File: src/rtl/mult_sequencer.sv
// mult_sequencer: counted, handshaked control sequencer for the shift-add
// two's-complement multiplier (adder, X/A/B registers and shift chain).
// Run starts one multiply, which then holds done until run is released.
module mult_sequencer #(
  parameter int unsigned WIDTH = 8
) (
  input  logic                     Clk,
  input  logic                     Reset,
  input  logic                     run,
  input  logic                     clear_load,
  input  logic                     M,
  output logic                     ClrA,
  output logic                     LdB,
  output logic                     LoadA,
  output logic                     fn,
  output logic                     Shift_En,
  output logic                     busy,
  output logic                     done,
  output logic [$clog2(WIDTH)-1:0] bit_cnt
);

  localparam int unsigned CNT_W = $clog2(WIDTH);
  localparam logic [CNT_W-1:0] LAST_BIT = CNT_W'(WIDTH - 1);

  localparam logic [2:0] ST_IDLE  = 3'd0;
  localparam logic [2:0] ST_CLR   = 3'd1;
  localparam logic [2:0] ST_ADD   = 3'd2;
  localparam logic [2:0] ST_SHIFT = 3'd3;
  localparam logic [2:0] ST_HOLD  = 3'd4;

  logic [2:0]       state;
  logic [2:0]       state_nxt;
  logic [CNT_W-1:0] cnt_q;
  logic [CNT_W-1:0] cnt_nxt;
  logic             blank;
  logic             is_last;

  logic clr_a_d;
  logic ld_b_d;
  logic load_a_d;
  logic fn_d;
  logic shift_d;
  logic busy_d;
  logic done_d;

  assign is_last = (cnt_q == LAST_BIT);

  // State and bit counter registers; reset forces IDLE with the counter at 0.
  always_ff @(posedge Clk or posedge Reset) begin
    if (Reset) begin
      state <= ST_IDLE;
      cnt_q <= '0;
    end else begin
      state <= state_nxt;
      cnt_q <= cnt_nxt;
    end
  end

  // Output blanking: high during reset and until the first edge after release.
  always_ff @(posedge Clk or posedge Reset) begin
    if (Reset) begin
      blank <= 1'b1;
    end else begin
      blank <= 1'b0;
    end
  end

  // Next-state, counter update and Moore strobe decode (LoadA also uses M).
  always_comb begin
    state_nxt = state;
    cnt_nxt   = cnt_q;
    clr_a_d   = 1'b0;
    ld_b_d    = 1'b0;
    load_a_d  = 1'b0;
    fn_d      = 1'b0;
    shift_d   = 1'b0;
    busy_d    = 1'b0;
    done_d    = 1'b0;
    case (state)
      ST_IDLE: begin
        // clear_load wins over run so a load never races a multiply start
        ld_b_d  = clear_load;
        clr_a_d = clear_load;
        if (run && !clear_load) begin
          state_nxt = ST_CLR;
        end
      end
      ST_CLR: begin
        clr_a_d   = 1'b1;
        busy_d    = 1'b1;
        cnt_nxt   = '0;
        state_nxt = ST_ADD;
      end
      ST_ADD: begin
        busy_d    = 1'b1;
        load_a_d  = M;
        // the sign bit of the multiplier carries negative weight
        fn_d      = is_last;
        state_nxt = ST_SHIFT;
      end
      ST_SHIFT: begin
        busy_d  = 1'b1;
        shift_d = 1'b1;
        if (is_last) begin
          state_nxt = ST_HOLD;
        end else begin
          cnt_nxt   = cnt_q + CNT_W'(1);
          state_nxt = ST_ADD;
        end
      end
      ST_HOLD: begin
        done_d = 1'b1;
        if (clear_load) begin
          ld_b_d    = 1'b1;
          clr_a_d   = 1'b1;
          state_nxt = ST_IDLE;
        end else if (!run) begin
          state_nxt = ST_IDLE;
        end
      end
      default: begin
        state_nxt = ST_IDLE;
        cnt_nxt   = '0;
      end
    endcase
  end

  assign ClrA     = clr_a_d  & ~blank;
  assign LdB      = ld_b_d   & ~blank;
  assign LoadA    = load_a_d & ~blank;
  assign fn       = fn_d     & ~blank;
  assign Shift_En = shift_d  & ~blank;
  assign busy     = busy_d   & ~blank;
  assign done     = done_d   & ~blank;
  assign bit_cnt  = cnt_q;

endmodule
File: config.mk
export PLATFORM = sky130hd
export DESIGN_NAME = mult_sequencer
export DESIGN_NICKNAME = d
export VERILOG_FILES = /design/src/rtl/mult_sequencer.sv
export SDC_FILE = /design/constraint.sdc
export NUM_CORES = 1
export LEC_CHECK = 0
export BUFFER_PORTS_ARGS = -buffer_cell sky130_fd_sc_hd__buf_2
export CAP_MARGIN = 25
export CELL_PAD_IN_SITES_DETAIL_PLACEMENT = 0
export CELL_PAD_IN_SITES_GLOBAL_PLACEMENT = 1
export CORE_MARGIN = 2
export CORE_UTILIZATION = 31
export CTS_CLUSTER_SIZE = 10
export DETAILED_ROUTE_END_ITERATION = 16
export GPL_ROUTABILITY_DRIVEN = 0
export PLACE_DENSITY_LB_ADDON = 0.15
export SLEW_MARGIN = 20
export SYNTH_ARGS = -nofsm -noshare
export SYNTH_HDL_FRONTEND = slang
export SYNTH_SLANG_ARGS = --single-unit
File: constraint.sdc
create_clock -name Clk -period 1.37 [get_ports Clk]
set_input_delay 0 -clock Clk [delete_from_list [all_inputs] [get_ports Clk]]
set_output_delay 0 -clock Clk [all_outputs]
set_load 0.03 [all_outputs]
After elaboration in Yosys (flattened, before gate mapping)
Cells that the tools add are included.
{ "totals": {"ff_bits": 7, "latchBits": 0, "mem_bits_rw": 0, "romBits": 0, "input_bits": 5, "output_inout_bits": 10, "memories": 0} }
{ "op_classes": {"n_addsub": 1, "multipliers": 0, "div_mod_pow": 0, "n_lt_le_gt_ge": 0, "eq_ne": 8, "shifts": 0, "muxes": 15, "bitwise_logic": 9, "n_reduce_logical": 7} }
{ "ops": {"columns": ["operator", "count"], "rows": [
  ["two-way mux 3 bit", 5],
  ["one-hot mux 3 bit (5 select lines)", 1],
  ["AND 1 bit", 7],
  ["== test 3 x 2 -> 1 bit, second input constant", 2],
  ["== test 3 bit, second input constant", 2],
  ["two-way mux 1 bit", 6],
  ["one-hot mux 3 bit (2 select lines)", 1],
  ["OR reduction 3 bit", 2],
  ["inequality test 2 bit, second input constant", 2],
  ["AND reduction 2 bit", 2],
  ["adder 3 x 1 -> 3 bit, second input constant", 1],
  ["== test 3 x 1 -> 1 bit, second input constant", 1],
  ["zero test 3 bit", 1],
  ["inequality test 3 bit, second input constant", 1],
  ["one-hot mux 1 bit (3 select lines)", 1],
  ["inverter 1 bit", 2],
  ["one-hot mux 1 bit (2 select lines)", 1],
  ["logical AND 1 bit", 1],
  ["zero test 1 bit", 1]
]} }

Longest topological paths before layout
{ "logic_depth": {"word_depth": 4, "mapped_depth": 5, "ltp_nobuf": 5} }

Worst setup path before layout
Ideal clock, no wire load.
{ "synth_timing": {"kind": "flip-flop to output port", "startpoint": "register cnt_q[0], in the netlist bit_cnt[0]", "endpoint": "output port fn", "t_arrival_ps": 1670, "required_time_ps": 1370, "setup_slack_ps": -300, "stages_incl_launch_ff": 4, "path_buffers": 0, "cell_sequence": "dfrtp_1 > ha_1 > ha_1 > nor4b_2"} }
{ "synth_via": {"elab_chain_len": 3} }
{ "synth_rtl": {"columns": ["item", "line", "source"], "rows": [
  ["start, declared", "33", "logic [CNT_W-1:0] cnt_q;"],
  ["start signal, assigned", "55", "cnt_q <= cnt_nxt;"],
  ["== test 3 bit", "46", "assign is_last = (cnt_q == LAST_BIT);"],
  ["two-way mux 1 bit", "79", "case (state)"],
  ["AND 1 bit", "131", "assign fn = fn_d & ~blank;"],
  ["end, declared", "15", "output logic fn,"]
]} }
No other way between the ends.

Worst setup path after layout
{ "layout_timing": {"startpoint": "register cnt_q[1], in the netlist bit_cnt[1]", "endpoint": "output port fn"} }
Same word-level chain as after synthesis.

==> results.toml <==
[clock_network]
root_buffer_selected_by_cts = "clkbuf_4"
tritoncts_clock_tree = "done"
clk_latency_ns = 0.26
cts_num_sinks = 7
clkTransAtPathRegs_ns = 0.05
numCtsBuffers = 3
cts_max_path_buffers = 2
htreeDepth = 1

[sta]
setup_slack_ns = -0.0148
rsz_0062_raised_after_global_routing = "yes"
min_period_over_period_pct = 101
hold_viol = 0
fmax_ghz = 0.722
setup_viol = 1
final.min_clock_period_ns = 1.38
fin_worst_skew_ns = 0.000826
final-max-slew-violation-count = 0

[synth]
post_synth_main_area_contributors = "dfrtp_1 33%, nor4b_2 6.7%, dfstp_2 5.8%"
seq_area_frac_synth_pct = 39.2
yosys_register_bits = 7
post-synth-top-area-fraction_pct = 33.3
post_synth_most_frequent_cells = "6 x dfrtp_1, 4 x inv_1, 4 x nor2_1, 4 x nor3_1"
post_synth_instance_area_sq_um = 450
synthesis_warnings = 0
synth_ff_type = "dfrtp_1"
post_synth_inst_count = 45
synth_edf_count = 0
synth_async_sr_flop_share_pct = 100
netlist-cell-type-count = 23
synthDominantAreaCellType = "dfrtp_1"
synth.most_common_cell = "dfrtp_1"
mappedNetlistNets = 52
average_instance_area_after_synthesis_sq_um = 10.0

[hold_path]
timing.hold.worst.class = "input port to flop"
min_path_cells = 3

[worst_setup_path]
crit_required_ns = 1.37
crit_arrival_ns = 1.38
worstSetupPathType = "flop to primary output"
critical_path_cell_count = 4
cpPeakStageDelay_ns = 0.40
timing.critical_path.fanout_max = 8
most_frequent_cell_on_the_critical_path = "ha_4"
cp_cell_sequence = "ha_4 -> ha_4 -> nor4b_4 -> buf_4"
start_kind = "flop"
cpLargestDelayFamily = "flip-flops"
cp_slowest_cell = "dfrtp_2"
timing.reg2reg.setup_slack_ns = 0.08
critPathBufInv = 1
reg2reg_depth = 5
worstSetupEndpointType = "primary output"

[flow_run]
cap_viol_max_count = 0

[drt]
wire_length_reported_by_the_detailed_router_mm = 1.09
avgRoutedWirePerCell_um = 12.4
antenna_left = 0
route.detailed.vias_per_inst = 4.99
drc_errors = 0
drt_pass1_iterations = 4
drt_first_iter_violations = 13
detailroute.via_count = 439

[place]
buffer_ports.inserted = 14
preCtsSetupSlack_ns = 0.0829
dpl.cell_count = 78
place.detailed.hpwl_um = 764

[power_and_ir_drop]
leakagePower_nw = 0.326
powerDensity_nw_per_um2 = 2180
power.ir.vdd_worst_uv = 946

[floorplanning]
row_count = 13
core_area_sq_um = 1330
chipWidth_um = 42.1
area_of_the_die_sq_um = 1770
floorplan.initialDensity_pct = 33.8
die_h_um = 42.1
io_pins = 15

[finish]
insertedDiodeCount = 0
area_growth_pct = 57.8
fillers = 137
finish.net_count = 81
layout.cells.non_filler = 88
register_area_sq_um = 181
final_layout_size_suffix_gt1_share_pct = 61.6
multiInputGateArea_sq_um = 304

[global_routing]
grt_start_max_net_pins = 9
first_global_vias = 397
grt_first_pass_wirelength_mm = 1.72
globalRouteOverflowTotal = 0
number_of_antenna_violations_at_the_first_check_in_global_routing = 0
globalRouteTotalUtil_pct = 13.1

[status]
status = "complete, but fails checks"
failing_checks = "setup timing"
-- stage by stage --
step | total power [mW] | util, % | hold WS [ns] | instance area [sq um] | setup TNS (ns)
final | 1.55 | 53.3 | 0.0236 | 711 | -0.0148
after detailed placement | 1.17 | 44.8 | -0.0535 | 598 | 0
after global placement | 1.18 | 44.8 | -0.0510 | 598 | 0
after floorplan | 0.968 | - | -0.197 | 483 | 0
after global routing | 1.66 | 53.3 | 0.0562 | 711 | -0.127
after CTS | 1.41 | 48.9 | 0.0280 | 652 | -0.0180
-- layout by cell type (no fill, tap or decap), types with 3 or more instances in the layout --
cell type and count:
buf_2 10, buf_4 14, clkbuf_4 3, dfrtp_2 4, inv_1 4, nor2_1 3
nor3_1 4
-- routing by layer --
metal / vias up / share of wire, % / track usage, %
li1: 217 / - / -
met1: 205 / 46 / 16.5
met2: 14 / 46 / 19.7
met3: 3 / 5.0 / 2.59
met4: 0 / 2.5 / 9.38
met5: - / 0 / 0
-- state kept, by name (all words and copies together) (netlist names) --
| signal | count |
|---|---|
| state | 3 |
| blank | 1 |
| bit_cnt | 3 |
-- cell type report --
type                            instances  share of cell area [%]
Clock buffer                            4                    3.70
Inverter                                4                    2.11
Multi-Input combinational cell         33                    42.8
Sequential cell                         7                    25.5
Tap cell                               15                    2.64
Timing Repair Buffer                   25                    23.2
-- worst reg2reg max path: cells and delay by family, from the launching register on --
kind	cells	cell delay, ns
AOI/OAI and AO/OA	2	0.23
adders and majority gates	2	0.35
and+or+nand+nor	1	0.18
DFF	1	0.43
-- what timing repair did --
action,in CTS,in global routing
endpoints found under the hold margin,7,0
pin swaps,0,0
hold buffers,1,0
setup endpoints to repair,3,5
resized for setup,5,8
buffers inserted,0,5
-- cells by family after synthesis --
group | after synthesis | synth area share, %
buffers and inverters | 5 | 5.83
and+or+nand+nor | 19 | 30.0
muxes | 1 | 2.22
other | 1 | 0.833
DFF | 7 | 39.2
AOI/OAI and AO/OA | 10 | 16.4
adders and majority gates | 2 | 5.55
-- path summary, 6_finish.rpt --
check	endpoint	start
min	state[0]	run
min in group asynchronous	state[2]	Reset
max in group asynchronous	blank	Reset
max reg2reg	bit_cnt[0]	bit_cnt[1]
max	fn	bit_cnt[1]
min reg2reg	state[0]	state[2]
-- power breakdown --
group / leakage [nW] / internal [mW] / total [mW] / switching [mW]
combinational: 0.232 / 0.442 / 0.935 / 0.493
sequential: 0.0790 / 0.298 / 0.417 / 0.118
clock: 0.0150 / 0.112 / 0.200 / 0.0883
total: 0.326 / 0.853 / 1.55 / 0.700
(Power assumes the default switching activity.)
